## config.mk

```make
export PLATFORM = sky130hd
export DESIGN_NAME = wrr_arbiter_flat
export DESIGN_NICKNAME = d
export VERILOG_FILES = /design/src/rtl/wrr_arbiter_if.sv /design/src/rtl/wrr_arbiter.sv /design/src/flat_wrapper.sv
export SDC_FILE = /design/constraint.sdc
export NUM_CORES = 1
export LEC_CHECK = 0
export CAP_MARGIN = 5
export CORE_MARGIN = 2
export CORE_UTILIZATION = 49
export DETAILED_ROUTE_END_ITERATION = 16
export PLACE_DENSITY = 0.84
export SETUP_SLACK_MARGIN = 0.3
export SLEW_MARGIN = 30
export SYNTH_ARGS = -nofsm -noshare
export SYNTH_HDL_FRONTEND = slang
export SYNTH_SLANG_ARGS = --single-unit
export TNS_END_PERCENT = 30
```

## constraint.sdc

```tcl
create_clock -name clk -period 4.6 [get_ports clk]
set_input_delay 1.38 -clock clk [delete_from_list [all_inputs] [get_ports clk]]
set_output_delay 1.38 -clock clk [all_outputs]
set_load 0.01 [all_outputs]
```

## src/rtl/wrr_arbiter_if.sv

```systemverilog
`default_nettype none
// +----------------------------------------------------------------------+
// | Module      : wrr_arbiter_if                                         |
// | Description : Request/weight/ack and grant bundle for wrr_arbiter.   |
// |               The slave modport is the arbiter side. The master      |
// |               modport is the requester/agent side.                   |
// | Revision    : 1.0 - initial release                                  |
// +----------------------------------------------------------------------+
interface wrr_arbiter_if #(
  parameter int N_REQ    = 4,
  parameter int WEIGHT_W = 4
);
  localparam int IDX_W = $clog2(N_REQ);

  logic [N_REQ-1:0]          req_i;
  logic [N_REQ*WEIGHT_W-1:0] weight_i;
  logic                      ack_i;
  logic [N_REQ-1:0]          grant_o;
  logic [IDX_W-1:0]          grant_idx_o;
  logic                      grant_valid_o;
  logic                      timeout_o;

  modport slave (
    input  req_i, weight_i, ack_i,
    output grant_o, grant_idx_o, grant_valid_o, timeout_o
  );

  modport master (
    output req_i, weight_i, ack_i,
    input  grant_o, grant_idx_o, grant_valid_o, timeout_o
  );
endinterface
`default_nettype wire

```

## src/rtl/wrr_arbiter.sv

```systemverilog
`default_nettype none
// +----------------------------------------------------------------------+
// | Module      : wrr_arbiter                                            |
// | Description : Weighted round-robin arbiter. A winner keeps the grant |
// |               for up to max(weight,1) back-to-back transactions.     |
// |               Rotation then resumes from the index after the winner. |
// |               Optional macro WRR_ARB_TIMEOUT_EN adds a hold-cycle    |
// |               watchdog that force-releases a stuck grant.            |
// | Revision    : 1.0 - initial release                                  |
// +----------------------------------------------------------------------+
module wrr_arbiter #(
  parameter int N_REQ       = 4,
  parameter int WEIGHT_W    = 4,
  parameter int TIMEOUT_CYC = 256
) (
  input  wire              clk,
  input  wire              rst_n,
  wrr_arbiter_if.slave     bus
);

  localparam int IDX_W = $clog2(N_REQ);
  localparam logic [WEIGHT_W-1:0] c_credit_one = {{(WEIGHT_W-1){1'b0}}, 1'b1};
  localparam logic [IDX_W-1:0]    c_last_idx   = IDX_W'(N_REQ - 1);

  typedef enum logic [0:0] {
    S_IDLE = 1'b0,
    S_BUSY = 1'b1
  } state_t;

  state_t              r_state, w_state_nxt;
  logic [N_REQ-1:0]    r_grant, w_grant_nxt;
  logic [IDX_W-1:0]    r_grant_idx, w_grant_idx_nxt;
  logic                r_grant_valid, w_grant_valid_nxt;
  logic [IDX_W-1:0]    r_ptr, w_ptr_nxt;
  logic [WEIGHT_W-1:0] r_credit, w_credit_nxt;

  logic                w_hi_found, w_lo_found;
  logic [IDX_W-1:0]    w_hi_idx, w_lo_idx, w_sel_idx;
  logic [WEIGHT_W-1:0] w_sel_weight;
  logic                w_release;

`ifdef WRR_ARB_TIMEOUT_EN
  localparam int HOLD_W = $clog2(TIMEOUT_CYC + 1);
  localparam logic [HOLD_W-1:0] c_hold_last = HOLD_W'(TIMEOUT_CYC - 1);

  logic [HOLD_W-1:0]   r_hold_cnt, w_hold_cnt_nxt;
  logic                r_timeout, w_timeout_nxt;
`else
  logic                w_unused_timeout_cfg;
`endif

  // Find the lowest requester at/above the pointer and the lowest overall;
  // the descending scan leaves the lowest matching index in each result.
  always_comb begin
    w_hi_found = 1'b0;
    w_hi_idx   = '0;
    w_lo_found = 1'b0;
    w_lo_idx   = '0;
    for (int i = N_REQ - 1; i >= 0; i--) begin
      if (bus.req_i[i]) begin
        w_lo_found = 1'b1;
        w_lo_idx   = IDX_W'(i);
        if (IDX_W'(i) >= r_ptr) begin
          w_hi_found = 1'b1;
          w_hi_idx   = IDX_W'(i);
        end
      end
    end
  end

  // Winner is the first request after the pointer, wrapping to the lowest.
  // A zero weight still buys the winner one transaction.
  always_comb begin
    w_sel_idx    = w_hi_found ? w_hi_idx : w_lo_idx;
    w_sel_weight = bus.weight_i[w_sel_idx*WEIGHT_W +: WEIGHT_W];
    if (w_sel_weight == '0) begin
      w_sel_weight = c_credit_one;
    end
  end

  // Next-state and next-output logic for the IDLE/BUSY controller.
  always_comb begin
    w_state_nxt       = r_state;
    w_grant_nxt       = r_grant;
    w_grant_idx_nxt   = r_grant_idx;
    w_grant_valid_nxt = r_grant_valid;
    w_ptr_nxt         = r_ptr;
    w_credit_nxt      = r_credit;
    w_release         = 1'b0;
`ifdef WRR_ARB_TIMEOUT_EN
    w_hold_cnt_nxt    = r_hold_cnt;
    w_timeout_nxt     = 1'b0;
`endif
    case (r_state)
      S_IDLE: begin
        if (w_lo_found) begin
          w_state_nxt       = S_BUSY;
          w_grant_nxt       = N_REQ'(1) << w_sel_idx;
          w_grant_idx_nxt   = w_sel_idx;
          w_grant_valid_nxt = 1'b1;
          w_credit_nxt      = w_sel_weight;
`ifdef WRR_ARB_TIMEOUT_EN
          w_hold_cnt_nxt    = '0;
`endif
        end
      end
      S_BUSY: begin
        if (bus.ack_i) begin
`ifdef WRR_ARB_TIMEOUT_EN
          w_hold_cnt_nxt = '0;
`endif
          // Keep serving only while credit remains and the owner still asks.
          if ((r_credit > c_credit_one) && bus.req_i[r_grant_idx]) begin
            w_credit_nxt = r_credit - c_credit_one;
          end else begin
            w_release = 1'b1;
          end
        end
`ifdef WRR_ARB_TIMEOUT_EN
        else if (r_hold_cnt == c_hold_last) begin
          w_release     = 1'b1;
          w_timeout_nxt = 1'b1;
        end else begin
          w_hold_cnt_nxt = r_hold_cnt + 1'b1;
        end
`endif
        if (w_release) begin
          w_state_nxt       = S_IDLE;
          w_grant_nxt       = '0;
          w_grant_idx_nxt   = '0;
          w_grant_valid_nxt = 1'b0;
          w_ptr_nxt         = (r_grant_idx == c_last_idx) ? '0 : r_grant_idx + 1'b1;
        end
      end
      default: begin
        w_state_nxt       = S_IDLE;
        w_grant_nxt       = '0;
        w_grant_idx_nxt   = '0;
        w_grant_valid_nxt = 1'b0;
      end
    endcase
  end

  // State and output registers, cleared asynchronously by rst_n.
  always_ff @(posedge clk or negedge rst_n) begin
    if (!rst_n) begin
      r_state       <= S_IDLE;
      r_grant       <= '0;
      r_grant_idx   <= '0;
      r_grant_valid <= 1'b0;
      r_ptr         <= '0;
      r_credit      <= '0;
`ifdef WRR_ARB_TIMEOUT_EN
      r_hold_cnt    <= '0;
      r_timeout     <= 1'b0;
`endif
    end else begin
      r_state       <= w_state_nxt;
      r_grant       <= w_grant_nxt;
      r_grant_idx   <= w_grant_idx_nxt;
      r_grant_valid <= w_grant_valid_nxt;
      r_ptr         <= w_ptr_nxt;
      r_credit      <= w_credit_nxt;
`ifdef WRR_ARB_TIMEOUT_EN
      r_hold_cnt    <= w_hold_cnt_nxt;
      r_timeout     <= w_timeout_nxt;
`endif
    end
  end

  assign bus.grant_o       = r_grant;
  assign bus.grant_idx_o   = r_grant_idx;
  assign bus.grant_valid_o = r_grant_valid;
`ifdef WRR_ARB_TIMEOUT_EN
  assign bus.timeout_o     = r_timeout;
`else
  // Without the watchdog a grant is only ever released by ack.
  assign bus.timeout_o        = 1'b0;
  assign w_unused_timeout_cfg = (TIMEOUT_CYC > 0);
`endif

endmodule
`default_nettype wire

```

## src/flat_wrapper.sv

```systemverilog
// flat-port wrapper written by rule: the top's interface ports become plain ports
module wrr_arbiter_flat 
#(
  parameter int N_REQ       = 4,
  parameter int WEIGHT_W    = 4,
  parameter int TIMEOUT_CYC = 256
)
  (clk, rst_n, bus_req_i, bus_weight_i, bus_ack_i, bus_grant_o, bus_grant_idx_o, bus_grant_valid_o, bus_timeout_o);
  wrr_arbiter_if #(.N_REQ(N_REQ), .WEIGHT_W(WEIGHT_W)) bus_i ();
  input  wire clk;
  input  wire rst_n;
  input wire logic [$bits(bus_i.req_i)-1:0] bus_req_i;
  input wire logic [$bits(bus_i.weight_i)-1:0] bus_weight_i;
  input wire logic [$bits(bus_i.ack_i)-1:0] bus_ack_i;
  output wire logic [$bits(bus_i.grant_o)-1:0] bus_grant_o;
  output wire logic [$bits(bus_i.grant_idx_o)-1:0] bus_grant_idx_o;
  output wire logic [$bits(bus_i.grant_valid_o)-1:0] bus_grant_valid_o;
  output wire logic [$bits(bus_i.timeout_o)-1:0] bus_timeout_o;
  assign bus_i.req_i = bus_req_i;
  assign bus_i.weight_i = bus_weight_i;
  assign bus_i.ack_i = bus_ack_i;
  assign bus_grant_o = bus_i.grant_o;
  assign bus_grant_idx_o = bus_i.grant_idx_o;
  assign bus_grant_valid_o = bus_i.grant_valid_o;
  assign bus_timeout_o = bus_i.timeout_o;
  wrr_arbiter #(.N_REQ(N_REQ), .WEIGHT_W(WEIGHT_W), .TIMEOUT_CYC(TIMEOUT_CYC)) u_core (.clk(clk), .rst_n(rst_n), .bus(bus_i));
endmodule
```

# ---- Word level (Yosys, flattened, before mapping)
# Cells that the tools add are included.
dict set report totals {
  register_bits 14
  input_bits 23
  out_inout_bits 8
}
dict set report classes {
  n_addsub 2
  magnitude_cmp 6
  eq_ne 5
  shift 2
  mux 48
  bitwise_logic 1
  n_reduce_logical 5
}
# cell count
set op_table {}
lappend op_table {{two-way mux 2 bit} 16}
lappend op_table {{two-way mux 4 bit} 6}
lappend op_table {{two-way mux 1 bit} 20}
lappend op_table {{one-hot mux 4 bit (2 select lines)} 2}
lappend op_table {{indexed part select 16 x 5 -> 4 bit} 1}
lappend op_table {{inequality test 2 bit (second input constant)} 3}
lappend op_table {{greater-or-equal comparator 1 x 2 -> 1 bit (first input constant)} 2}
lappend op_table {{greater-or-equal comparator 2 bit (first input constant)} 2}
lappend op_table {{greater-than comparator 4 x 1 -> 1 bit (second input constant)} 1}
lappend op_table {{zero test 4 bit} 1}
lappend op_table {{one-hot mux 1 bit (2 select lines)} 2}
lappend op_table {{one-hot mux 2 bit (2 select lines)} 1}
lappend op_table {{AND reduction 2 bit} 2}
lappend op_table {{left shift 1 x 2 -> 4 bit (first input constant)} 1}
lappend op_table {{subtractor 4 x 1 -> 4 bit (second input constant)} 1}
lappend op_table {{< comparator 2 x 3 -> 1 bit (second input constant)} 1}
lappend op_table {{AND reduction 3 bit} 1}
lappend op_table {{adder 2 x 1 -> 2 bit (second input constant)} 1}
lappend op_table {{binary-select mux 1 bit (select 2 bit)} 1}
lappend op_table {{equality test 2 bit (second input constant)} 1}
lappend op_table {{inequality test 2 x 1 -> 1 bit (second input constant)} 1}
lappend op_table {{logical AND 1 bit} 1}
lappend op_table {{inverter 1 bit} 1}

# ---- Longest topological paths before layout
dict set report depth {
  ltp_word 15
  ltp_mapped 8
  depth_no_buf 8
}

# ---- Worst setup path before layout
# No wires, ideal clock.
dict set report synth_timing {
  kind {input port to flip-flop}
  start {input bus_req_i[3]}
  end {register u_core.r_grant_idx[1], in the netlist u_core.bus.grant_idx_o[1]}
  setup_ps 118
  t_arrival_ps 2551
  t_required_ps 4482
  path_slack_ps 1931
  path_stages 5
  n_path_buf 0
  cell_sequence {mux4_2 -> o31ai_1 -> nand3_2 -> and2_1 -> a21o_1}
}
dict set report synth_between {
  elab_chain_len 10
  elab_cells_between_ends 34
}
# element line
set synth_lines {}
lappend synth_lines {{start, declared} flat_wrapper.sv:12} ;# input wire logic [$bits(bus_i.req_i)-1:0] bus_req_i;
lappend synth_lines {{two-way mux 2 bit or two-way mux 1 bit (tied branches)} wrr_arbiter.sv:60} ;# if (bus.req_i[i]) begin
lappend synth_lines {{two-way mux 2 bit or two-way mux 1 bit (tied branches)} wrr_arbiter.sv:63} ;# if (IDX_W'(i) >= r_ptr) begin
lappend synth_lines {{two-way mux 2 bit or two-way mux 1 bit (tied branches)} wrr_arbiter.sv:60}
lappend synth_lines {{two-way mux 2 bit or two-way mux 1 bit (tied branches)} wrr_arbiter.sv:63}
lappend synth_lines {{two-way mux 2 bit or two-way mux 1 bit (tied branches)} wrr_arbiter.sv:60}
lappend synth_lines {{two-way mux 2 bit or two-way mux 1 bit (tied branches)} wrr_arbiter.sv:63}
lappend synth_lines {{two-way mux 2 bit or two-way mux 1 bit (tied branches)} wrr_arbiter.sv:60}
lappend synth_lines {{two-way mux 2 bit} wrr_arbiter.sv:74} ;# w_sel_idx = w_hi_found ? w_hi_idx : w_lo_idx;
lappend synth_lines {{two-way mux 2 bit} wrr_arbiter.sv:96} ;# if (w_lo_found) begin
lappend synth_lines {{one-hot mux 2 bit (2 select lines)} wrr_arbiter.sv:94} ;# case (r_state)
lappend synth_lines {{end signal, assigned} wrr_arbiter.sv:160} ;# r_grant_idx <= w_grant_idx_nxt;
lappend synth_lines {{end, declared} wrr_arbiter.sv:32} ;# logic [IDX_W-1:0] r_grant_idx, w_grant_idx_nxt;
# Several ways; a longest one is shown, not always the timed one. The select of a mux whose other input is x is not followed.
# A chain may end at the register's enable or synchronous reset.

# ---- Worst setup path in the final report
dict set report layout_timing {
  start {input bus_req_i[3]}
  end {register u_core.r_credit[2]}
}
dict set report layout_between {
  elab_chain_len 13
  elab_cells_between_ends 34
}
# element line
set layout_lines {}
lappend layout_lines {{two-way mux 2 bit or two-way mux 1 bit (tied branches)} wrr_arbiter.sv:60}
lappend layout_lines {{two-way mux 2 bit or two-way mux 1 bit (tied branches)} wrr_arbiter.sv:63}
lappend layout_lines {{two-way mux 2 bit or two-way mux 1 bit (tied branches)} wrr_arbiter.sv:60}
lappend layout_lines {{two-way mux 2 bit or two-way mux 1 bit (tied branches)} wrr_arbiter.sv:63}
lappend layout_lines {{two-way mux 2 bit or two-way mux 1 bit (tied branches)} wrr_arbiter.sv:60}
lappend layout_lines {{two-way mux 2 bit or two-way mux 1 bit (tied branches)} wrr_arbiter.sv:63}
lappend layout_lines {{two-way mux 2 bit or two-way mux 1 bit (tied branches)} wrr_arbiter.sv:60}
lappend layout_lines {{two-way mux 2 bit} wrr_arbiter.sv:74}
lappend layout_lines {{indexed part select 16 x 5 -> 4 bit} wrr_arbiter.sv:75} ;# w_sel_weight = bus.weight_i[w_sel_idx*WEIGHT_W +: WEIGHT_W];
lappend layout_lines {{zero test 4 bit} wrr_arbiter.sv:76} ;# if (w_sel_weight == '0) begin
lappend layout_lines {{two-way mux 4 bit} wrr_arbiter.sv:76}
lappend layout_lines {{two-way mux 4 bit} wrr_arbiter.sv:96}
lappend layout_lines {{one-hot mux 4 bit (2 select lines)} wrr_arbiter.sv:94}
lappend layout_lines {{end signal, assigned} wrr_arbiter.sv:163} ;# r_credit <= w_credit_nxt;
lappend layout_lines {{end, declared} wrr_arbiter.sv:35} ;# logic [WEIGHT_W-1:0] r_credit, w_credit_nxt;
# Several ways; a longest one is shown, not always the timed one. The select of a mux whose other input is x is not followed.

==> run_results.csv <==
group,metric,value,unit
synthesis,syn_nets,131,
sta,finalSetupTns,0,ns
setup_path,rrSetupSlack,2.48,ns
setup_path,end_kind,"register",
finish,diodes,0,
run,max_cap_viol_count,0,
sta,whs,0.480,ns
floorplanning,core-area,0.00190,mm^2
synthesis,synth_xor_area_share,0,%
floorplanning,dieArea,0.00234,mm^2
synthesis,synth_adder_area_share,3.89,%
power_and_ir_drop,switching_share,43.3,%
clocking,cts_sinks,14,
synthesis,synth_top_area_share,36.3,%
clocking,clock_latency,0.28,ns
power_and_ir_drop,leakage,0.548,nW
route,drt_iter0_drc,26,
route,routed_wl,2.54,mm
clocking,cts_setup_buffers,0,
clocking,ctsResizeCount,0,
synthesis,muxShareOfSynthArea,9.72,%
global_routing,grtUsageTotal,23.4,%
synthesis,synth.ff_latch_count,14,
route,dr.pass1.iters,4,
min_path,min_from,"u_core.bus.grant_valid_o",
sta,worst_slew_pin_slew,0.636,ns
global_routing,grt_pass1_vias,899,
route,viasPerCell,5.69,
place,dpl.hpwl,1.96,mm
clocking,clk_pin_slew,0.09,ns
finish,multi_input_area,577,um^2
floorplanning,num_rows,16,
synthesis,synth_warnings,0,
floorplanning,dieHeight,48.4,um
finish,final_layout_size_suffix_gt1_share,8.96,%
finish,fill_cells,144,
setup_path,crit_start,"bus_req_i[3]",
floorplanning,die_width,48.4,um
synthesis,synth-simple-area-share,19.6,%
power_and_ir_drop,peakVddDrop,0.340,mV
synthesis,synthCells,105,
power_and_ir_drop,clock_power_share,12.2,%
setup_path,r2r_start,"u_core.r_credit[0]",
setup_path,cp_max_fo,9,
clocking,clock-root-buffer,"clkbuf_4",
clocking,clockBufferDepth,2,
global_routing,busiest_layer,"met2",
global_routing,grt_antenna_before_repair,0,
synthesis,netlist_top_cells_count,"14 x dfrtp_1, 11 x o21ai_0, 10 x nand3_1, 9 x nand2_1",
synthesis,postSynth.asyncResetShare,100,%
power_and_ir_drop,power_frac_seq,32.8,%
power_and_ir_drop,comb_power_share,55.1,%
sta,setup_violations,0,
sta,final.setup.worst_slack,1.36,ns
synthesis,synth_top_family_by_area,"compound AO/OA/AOI/OAI gates",
sta,fin_crit,3.24,ns
route,num_vias,916,
setup_path,arrival,3.45,ns
route,post-route-drc-count,0,
global_routing,grt_pass1_wl,4.33,mm
outcome,status,"finished, final reports clean",
sta,hold_viol_final,0,
power_and_ir_drop,power.internal,0.000415,W
clocking,cts_max_level,1,
clocking,ctsHoldBuffers,0,
sta,rsz0062_at_grt,"false",
synthesis,avgSynthCellArea,9.20,um^2
global_routing,met2_usage,39.1,%
sta,max_freq,308,MHz
sta,fin_crit_sh,70.5,%
synthesis,yosysTopAreaCell,"dfrtp_1",
global_routing,gr-total-overflow,0,
clocking,cts_buffers,3,
global_routing,use_met3,4.01,%
place,numPortBuffers,29,
route,ant_nets,0,
synthesis,synth-compound-area-share,26.2,%
synthesis,syn_area,966,um^2
sta,clock_skew,0.00667,ns
finish,post-route-util,68.3,%
place,globalplace.congestion,0.828,
setup_path,worstSetupPathType,"input pin to register",
floorplanning,initial_core_util,50.8,%
synthesis,ys.flop_type,"dfrtp_1",
sta,maxSlewViolCount,0,
synthesis,synth.distinct_cells,41,
sta,relSlewSlack,57.4,%
synthesis,synth.area.top_cells,"dfrtp_1 36%, mux2i_1 6.2%, o21ai_0 5.7%",
route,wl_per_cell,15.7,um
place,post-place-ws,1.17,ns
synthesis,yosysMostFrequentCell,"dfrtp_1",
floorplanning,ios,31,
synthesis,ys_seq_area_share,36.3,%
setup_path,crit_path_start_kind,"input pin",
setup_path,required,4.81,ns
clocking,cts_tree,"done",
finish,regArea,350,um^2
global_routing,grt_max_degree,15,
finish,area_delta_synth_final,34.5,%
power_and_ir_drop,p_per_area,563,mW/mm^2
synthesis,synth_edf_count,0,
min_path,hp-class,"register to register",
finish,layout.nets,161,
power_and_ir_drop,power.switching,0.000316,W
global_routing,grt_util_met1,31.6,%
## sequential cells by signal, summed over array words and instances, names as in the netlist
| name | cells |
|---|---|
| u_core.bus.grant_idx_o | 2 |
| u_core.r_state | 1 |
| u_core.r_ptr | 2 |
| u_core.bus.grant_valid_o | 1 |
| u_core.r_credit | 4 |
| u_core.bus.grant_o | 4 |
## critical path: stages
cell             delay [ns]
clkdlybuf4s50_1        0.59
mux2i_1                0.15
a221o_1                0.54
mux2i_1                0.19
a32oi_1                0.31
mux2i_1                0.16
a21oi_1                0.14
## metal layers
| layer | wire length, um | vias to the layer above |
|---|---|---|
| met5 | 0 | - |
| met4 | 26 | 0 |
| met3 | 159 | 2 |
| met2 | 1220 | 34 |
| met1 | 1130 | 429 |
| li1 | - | 451 |
## cell families (layout without fill, tap and decap cells)
logic type               after synthesis  after routing
AND/OR/NAND/NOR                       38             38
AO/OA/AOI/OAI                         34             34
flip-flops                            14             14
multiplexers                           8              8
buffers and inverters                  7             36
adder cells (fa/ha/maj)                3              3
other                                  1              1
## layout by cell type (no fill, tap or decap), types with 2 or more instances in the layout
cell             Yosys  layout
a21boi_0             2       2
a21oi_1              3       3
and3_1               2       2
clkbuf_4             0       3
clkdlybuf4s50_1      0      29
dfrtp_1             14      14
ha_1                 3       3
inv_1                3       3
mux2i_1              6       6
nand2_1              9       9
nand3_1             10      10
nor2_1               6       6
nor3_1               4       4
o21a_1               2       2
o21ai_0             11      11
o31ai_1              3       3
## final timing paths
path,endpoint,cells after the start
min in group asynchronous,u_core.bus.grant_idx_o[1],1
worst max-delay path,u_core.r_credit[2],7
worst max register to register,u_core.bus.grant_o[3],8
max in group asynchronous,u_core.bus.grant_o[0],1
worst min-delay path,u_core.bus.grant_valid_o,2
worst min register to register,u_core.bus.grant_valid_o,2
## power by group through the flow
stage	combinational, W	sequential (W)	clock (W)
2_1_floorplan	0.000274	0.000232	0
3_3_place_gp	0.000383	0.000239	0
3_5_place_dp	0.000396	0.000240	0
4_1_cts	0.000402	0.000237	0.0000913
5_1_grt	0.000444	0.000249	0.000101
6_report	0.000403	0.000239	0.0000889
## stage by stage
stage	power (W)	cell area [um^2]	cells
after floorplan	0.000505	966	105
after global placement	0.000622	1260	157
after detailed placement	0.000636	1260	157
after CTS	0.000730	1300	161
after global routing	0.000793	1300	161
final	0.000731	1300	161
## area by class of cell
type	count	share of cell area (%)
clock buffers	4	2.79
inverters	3	0.867
multi-input cells	84	44.4
flip-flops and latches	14	27.0
well taps	27	2.60
repair buffers	29	22.4
No activity file was read; power rests on OpenSTA's default activity.
